### config.mk
export PLATFORM = sky130hd
export DESIGN_NAME = comm_frame_seq
export DESIGN_NICKNAME = d
export VERILOG_FILES = /design/src/rtl/comm_pkg.sv /design/src/rtl/comm_bit_timer.sv /design/src/rtl/comm_frame_seq.sv
export SDC_FILE = /design/constraint.sdc
export NUM_CORES = 1
export LEC_CHECK = 0
export CAP_MARGIN = 20
export CORE_MARGIN = 3
export CORE_UTILIZATION = 51
export DETAILED_ROUTE_END_ITERATION = 10
export PLACE_DENSITY = 0.83
export REMOVE_ABC_BUFFERS = 1
export SYNTH_ARGS = -nofsm -noshare
export SYNTH_HDL_FRONTEND = slang
export SYNTH_SLANG_ARGS = --single-unit
export TNS_END_PERCENT = 50
### constraint.sdc
create_clock -name sysclk -period 2.1 [get_ports sysclk]
set_input_delay 0.21 -clock sysclk [delete_from_list [all_inputs] [get_ports sysclk]]
set_output_delay 0.21 -clock sysclk [all_outputs]
set_load 0.1 [all_outputs]
### src/rtl/comm_pkg.sv
// Shared constants for the comm chain: frame sequencer state codes and
// default payload and preamble settings shared with the encoder.
package comm_pkg;

  localparam int         DATA_W_DEF    = 8;
  localparam int         SYNC_W_DEF    = 8;
  localparam logic [7:0] SYNC_WORD_DEF = 8'hA5;

  localparam logic [2:0] ST_IDLE   = 3'd0;
  localparam logic [2:0] ST_SYNC   = 3'd1;
  localparam logic [2:0] ST_DATA   = 3'd2;
  localparam logic [2:0] ST_PARITY = 3'd3;
  localparam logic [2:0] ST_GAP    = 3'd4;

  function automatic int max3(input int a, input int b, input int c);
    int m;
    m = (a > b) ? a : b;
    return (m > c) ? m : c;
  endfunction

endpackage

### src/rtl/comm_bit_timer.sv
// Bit-period divider: counts sysclk cycles within a bit and flags the last one.
module comm_bit_timer #(
  parameter int CLK_DIV = 4
) (
  input  logic sysclk,
  input  logic reset,
  input  logic clear,
  input  logic run,
  output logic bit_strb
);

  localparam int              CNT_W = $clog2(CLK_DIV);
  localparam logic [CNT_W-1:0] LAST = CNT_W'(CLK_DIV - 1);

  logic [CNT_W-1:0] div_cnt;

  // Held at zero whenever the sequencer is not running, so every frame starts on a fresh period.
  always_ff @(posedge sysclk or posedge reset) begin
    if (reset)
      div_cnt <= '0;
    else if (clear || !run)
      div_cnt <= '0;
    else if (div_cnt == LAST)
      div_cnt <= '0;
    else
      div_cnt <= div_cnt + CNT_W'(1);
  end

  assign bit_strb = run && (div_cnt == LAST);

endmodule

### src/rtl/comm_frame_seq.sv
// Frame sequencer: serialises each latched word as sync, data, parity and gap bits,
// and applies the monitor tap select only at frame boundaries.
module comm_frame_seq
  import comm_pkg::*;
#(
  parameter int                DATA_W    = DATA_W_DEF,
  parameter int                CLK_DIV   = 4,
  parameter int                SYNC_W    = SYNC_W_DEF,
  parameter logic [SYNC_W-1:0] SYNC_WORD = SYNC_WORD_DEF,
  parameter int                GAP_BITS  = 2
) (
  input  logic              sysclk,
  input  logic              reset,
  input  logic              enable,
  input  logic [DATA_W-1:0] data_in,
  input  logic [1:0]        out_select,
  output logic              tx_bit,
  output logic              bit_strb,
  output logic              load_strb,
  output logic              frame_sync,
  output logic [7:0]        frame_cnt,
  output logic [1:0]        mux_sel,
  output logic              busy
);

  localparam int MAX_BITS = max3(SYNC_W, DATA_W, GAP_BITS);
  localparam int IDX_W    = (MAX_BITS > 1) ? $clog2(MAX_BITS) : 1;

  logic [2:0]        state;
  logic [IDX_W-1:0]  bit_idx;
  logic [IDX_W-1:0]  last_idx;
  logic [DATA_W-1:0] shadow;
  logic [SYNC_W-1:0] sync_shift;
  logic [DATA_W-1:0] data_shift;
  logic              last_bit;
  logic              start;

  assign busy       = (state != ST_IDLE);
  assign frame_sync = (state == ST_SYNC);

  comm_bit_timer #(.CLK_DIV(CLK_DIV)) u_timer (
    .sysclk   (sysclk),
    .reset    (reset),
    .clear    (start),
    .run      (busy),
    .bit_strb (bit_strb)
  );

  always_comb begin
    last_idx = '0;
    case (state)
      ST_SYNC: last_idx = IDX_W'(SYNC_W - 1);
      ST_DATA: last_idx = IDX_W'(DATA_W - 1);
      ST_GAP:  last_idx = IDX_W'(GAP_BITS - 1);
      default: last_idx = '0;
    endcase
  end

  assign last_bit = bit_strb && (bit_idx == last_idx);
  // A new frame may begin from IDLE or directly off the final gap strobe, with no dead cycle.
  assign start    = enable && ((state == ST_IDLE) || ((state == ST_GAP) && last_bit));

  always_ff @(posedge sysclk or posedge reset) begin
    if (reset) begin
      state     <= ST_IDLE;
      bit_idx   <= '0;
      shadow    <= '0;
      load_strb <= 1'b0;
    end else begin
      load_strb <= start;
      if (start) begin
        shadow  <= data_in;
        state   <= ST_SYNC;
        bit_idx <= '0;
      end else if (bit_strb) begin
        if (last_bit) begin
          bit_idx <= '0;
          case (state)
            ST_SYNC:   state <= ST_DATA;
            ST_DATA:   state <= ST_PARITY;
            ST_PARITY: state <= ST_GAP;
            default:   state <= ST_IDLE;
          endcase
        end else begin
          bit_idx <= bit_idx + IDX_W'(1);
        end
      end
    end
  end

  // The tap follows the request freely while idle but is frozen for the length of a frame.
  always_ff @(posedge sysclk or posedge reset) begin
    if (reset) begin
      mux_sel   <= 2'b00;
      frame_cnt <= 8'd0;
    end else begin
      if (start || (state == ST_IDLE))
        mux_sel <= out_select;
      if ((state == ST_PARITY) && bit_strb)
        frame_cnt <= frame_cnt + 8'd1;
    end
  end

  assign sync_shift = SYNC_WORD << bit_idx;
  assign data_shift = shadow << bit_idx;

  always_comb begin
    tx_bit = 1'b0;
    case (state)
      ST_SYNC:   tx_bit = sync_shift[SYNC_W-1];
      ST_DATA:   tx_bit = data_shift[DATA_W-1];
      ST_PARITY: tx_bit = ^shadow;
      default:   tx_bit = 1'b0;
    endcase
  end

endmodule

* Word level (Yosys, flattened, before mapping)
Index checks and enable logic that the tools add are counted.
** Storage, ports and cells
- Bits in registers :: 27
- Input bits :: 13
** Operators by class
- Add/sub/neg operators :: 3
- Mux-type cells :: 11
- Equal/unequal tests :: 6
- Shift operators :: 2
- Reduce and logical (&&, ||, !) cells :: 16
** Operators by type and width (count)
- 2-to-1 mux 3 bit :: 6
- one-hot mux 3 bit (3 select lines) :: 1
- adder 8 x 1 -> 8 bit (second input constant) :: 1
- XOR reduction 8 bit :: 1
- left shift 8 x 3 -> 8 bit :: 1
- left shift 8 x 3 -> 8 bit (first input constant) :: 1
- equality test 3 x 2 -> 1 bit (second input constant) :: 2
- one-hot mux 3 bit (2 select lines) :: 1
- logical AND 1 bit :: 5
- 2-to-1 mux 2 bit :: 2
- nonzero test 2 bit :: 2
- adder 3 x 1 -> 3 bit (second input constant) :: 1
- equality test 3 x 1 -> 1 bit (second input constant) :: 1
- equality test 3 bit :: 1
- equality test 3 bit (second input constant) :: 1
- logical NOT 3 bit :: 1
- logical OR 1 bit :: 3
- one-hot mux 1 bit (3 select lines) :: 1
- nonzero test 3 bit :: 1
- adder 2 x 1 -> 2 bit (second input constant) :: 1
- equality test 2 bit (second input constant) :: 1
- AND reduction 2 bit :: 1
- OR reduction 2 bit :: 1
- logical NOT 1 bit :: 1

* Logic depth before layout (Yosys ltp)
- Depth after elaboration :: 10
- Mapped depth :: 8

* Modules after synthesis
Synthesis repeated with hierarchy kept, for this count alone.
** Unflattened totals
- Cells, all modules :: 137
- Area total of the unflattened synthesis :: 1531.5 um^2
** Modules (own cells, without submodules)
- comm_frame_seq :: cells an instance 130, area an instance 1435.1 um^2, seq. area each 625.6 um^2, times used 1
- comm_bit_timer :: cells an instance 7, area an instance 96.3 um^2, seq. area each 50.0 um^2, times used 1

* Least setup slack after synthesis
No wires, ideal clock.
- Kind :: flip-flop to output port
- Start :: register state[2]
- End :: output port tx_bit
- Required time :: 1.890 ns
- Stages on the path, launching flop included :: 6
- Path buffers :: 0
- Data arrival time :: 2.962 ns
- Slack :: -1.072 ns
- Path through :: dfrtp_1 > nor3b_4 > nand2_1 > mux4_2 > a221o_1 > a21oi_1
** On the way
- Word-level cells in the longest chain between the ends :: 2
** RTL lines
- start, declared :: RTL line comm_frame_seq.sv:29 : logic [2:0] state;
- start signal, assigned :: RTL line comm_frame_seq.sv:65 : state <= ST_IDLE;
- start signal, assigned :: RTL line comm_frame_seq.sv:73 : state <= ST_SYNC;
- start signal, assigned :: RTL line comm_frame_seq.sv:79 : ST_SYNC: state <= ST_DATA;
- equality test 3 x 2 -> 1 bit or equality test 3 x 1 -> 1 bit (tied branches) :: RTL line comm_frame_seq.sv:109 : case (state)
- one-hot mux 1 bit (3 select lines) * :: RTL line comm_frame_seq.sv:109
- end, declared :: RTL line comm_frame_seq.sv:17 : output logic tx_bit,
Every way passes the cells marked *; elsewhere a longest branch is shown, timed or not.

* Final worst setup path
- Start :: register state[0]
- End :: output port tx_bit
Same word-level chain as after synthesis.

==> flow_summary.ini <==
[layout]
diodes = 0
nets = 193
drive_gt1_frac = 0.2614
utilization = 0.7126
synthToLayoutAreaGrowth_pct = 26.61

[routing]
wl_per_cell_um = 15.16
top_layer = met4
routed_wl_um = 3123
drt_iter0_drc = 67
viasPerCell = 5.772
met3_length_um = 170
met1_length_um = 1413
firstDrtPassIters = 5
ant_nets = 0
drc = 0
dr_wl_met2_um = 1473
num_vias = 1189

[critical_path]
startpoint_type = flip-flop
endpoint_kind = primary output
crit_path_max_fanout = 5
r2r_start = bit_idx[1]
r2r_slack_ps = 210
worstSetupPathType = flip-flop to primary output
crit_chain = nor3b_4 > nand2_1 > mux4_2 > a221o_1 > a21oi_2 > buf_12
worst_ep_required_time_ps = 1890
rr_worst_depth = 6
critical-path-max-stage-delay_ps = 460
crit_slowest_cell = mux4_2
cp.arrival_ps = 2310
r2r_end = state[0]

[power]
power.total_uw = 782.8
p_seq_frac = 0.664
power_density_mw_per_mm2 = 424.2
switching_share = 0.2140
clkPwrFrac = 0.293
combPwrFrac = 0.042
p_int_uw = 615.3
vdd_drop_max_mv = 0.3432
p_switching_uw = 167.5
power.leakage_nw = 0.8546

[synthesis]
synthAdderAreaFrac = 0.02575
synth_cell_types = 33
synth-edff-count = 0
yosysSeqAreaShare = 0.4635
muxShareOfSynthArea = 0.1150
synth_compound_area_frac = 0.1210
synth_ff_type = dfrtp_1
synth-xor-area-share = 0.09013
netlist_instances = 142
synth-seq-cells = 27
synth_top_family_by_area = simple AND/OR/NAND/NOR gates
synthArstFlopShare = 1.000
synth_simple_gate_area_frac = 0.1391
syn_area_per_cell_um2 = 10.27
syn_area_mm2 = 0.001458
ys_warn_count = 0

[global_route]
grt_pass1_wl_um = 5140
grt_pass1_vias = 1156
grtUsageTotal = 0.1911
grt_max_degree = 28
antenna_found_initial = 0
grt_overflow_total = 0

[floorplan]
die_w_um = 59.46
pin_count = 28
rows = 18
die_h_um = 59.46
core_mm2 = 0.002590
initial_core_util = 0.5628
die_area_mm2 = 0.003535

[timing]
maxSlewViolCount = 0
relSlewSlack = 0.6064
hold_slack_ps = 234.7
period_share = 1.202
fmax_ghz = 0.3961
fin_tns_setup_ps = -424.5
fin_skew_ps = 3.581
period_needed_ps = 2524
rsz0062_at_grt = true
tightest_slew_ps = 584.3
setup_ws_ps = -424.5
setup_violations = 1
hold_viol_final = 0

[clock_network]
root_buffer = clkbuf_4
cts.sinks = 27
path_clk_slew_ps = 140
cts_tree = yes
cts_max_path_buffers = 2
h-tree-depth = 1
numCtsBuffers = 3
clk_latency_ps = 330
cts_hold_buf = 0

[placed_design]
finalWeightedCongestion = 0.9167
port_buffers = 27
place_hpwl_um = 2251

[flow_run]
cap_viol_max_count = 0

[outcome]
failed_checks = negative setup slack
status = finished, violations left

[hold_path]
worstHoldPathType = primary input to async pin
[worst max-delay path: cells and delay by family, from the launching register on]
kind | cells | cell delay [ps]
AOI/OAI and AO/OA | 2 | 500
buffers and inverters | 1 | 190
DFF | 1 | 440
muxes | 1 | 460
and+or+nand+nor | 2 | 380
[layer usage]
layer / track usage / vias up
met5: 0 / -
met4: 0.09061 / 0
met3: 0.03704 / 7
met2: 0.2793 / 40
met1: 0.2713 / 578
li1: - / 564
[how the worst max path moves through the flow]
stage | from | end | slack [ps] | cells past startpoint
after floorplan | state[1] | tx_bit | -1190 | 5
after global placement | state[0] | tx_bit | 3 | 6
after detailed placement | state[0] | tx_bit | -100 | 6
after CTS | state[2] | tx_bit | -390 | 6
after global routing | state[0] | tx_bit | -500 | 6
final | state[0] | tx_bit | -420 | 6
[registers in the layout (all words and copies together) (netlist names)]
name	flops
u_timer.div_cnt	2
load_strb	1
bit_idx	3
frame_cnt	8
state	3
shadow	8
mux_sel	2
[synthesized netlist by cell type, types with 2 or more instances]
cell type	n	area, µm²
nand2b_1	2	12.51
a21oi_1	8	40.04
nand4_1	5	31.28
xnor2_1	13	113.9
clkbuf_1	4	15.01
mux2_2	12	135.1
dfrtp_1	27	675.7
buf_2	5	25.02
o21ai_0	12	60.06
inv_1	7	26.28
nor2_1	5	18.77
xor2_1	2	17.52
nand3_1	3	15.01
nor2b_1	2	12.51
nor3_1	5	25.02
o22ai_1	2	12.51
ha_1	3	37.54
nand2_1	10	37.54
[what timing repair did]
action	CTS	global route
pin swaps	1	1
cloned	0	0
setup buffers	1	1
gates resized for setup	1	0
endpoints found under the setup margin	1	1
[cells by family after synthesis]
family,after synthesis
fa+ha+maj,3
xor+xnor,15
mux,14
compound gates,30
flops,27
simple gates,37
buf+inv,16
[cells in the final DEF (no fill, tap or decap), drive strengths merged, types with 2 or more instances in the layout]
cell type | synthesis | routed
clkdlybuf4s50 | 0 | 12
a21oi | 8 | 8
clkbuf | 4 | 4
nand3 | 3 | 3
ha | 3 | 3
o21ai | 12 | 12
nand2 | 10 | 10
xnor2 | 13 | 13
nand2b | 2 | 2
nor3 | 5 | 5
nor2b | 2 | 2
o22ai | 2 | 2
nor2 | 5 | 5
dfrtp | 27 | 27
a21boi | 2 | 2
inv | 7 | 7
nand4 | 5 | 5
xor2 | 2 | 2
buf | 5 | 27
mux2 | 12 | 12
[power groups by stage]
stage,clock [mW],sequential (mW),combinational [mW]
after detailed placement,0,0.530,0.0341
after CTS,0.236,0.520,0.0341
final,0.230,0.520,0.0330
after floorplan,0,0.530,0.00790
after global routing,0.246,0.520,0.0363
after global placement,0,0.530,0.0327
[final cells by class]
cell class / instances / area (µm²)
clock buffer: 4 / 26.28
timing repair buffer: 39 / 360.3
inverter: 7 / 26.28
sequential: 27 / 675.6
fill: 192 / 744.5
multi-input combinational: 99 / 719.4
tap: 30 / 37.54
[metrics by stage]
step                cells  instance area, µm²  worst slack [ps]
floorplan             133                1418             -1188
global placement      200                1800             3.346
detailed placement    200                1800            -103.0
CTS                   205                1838            -392.3
global route          206                1846            -495.7
finish                206                1846            -424.5
Note: power is estimated with default switching activity, not from simulation.
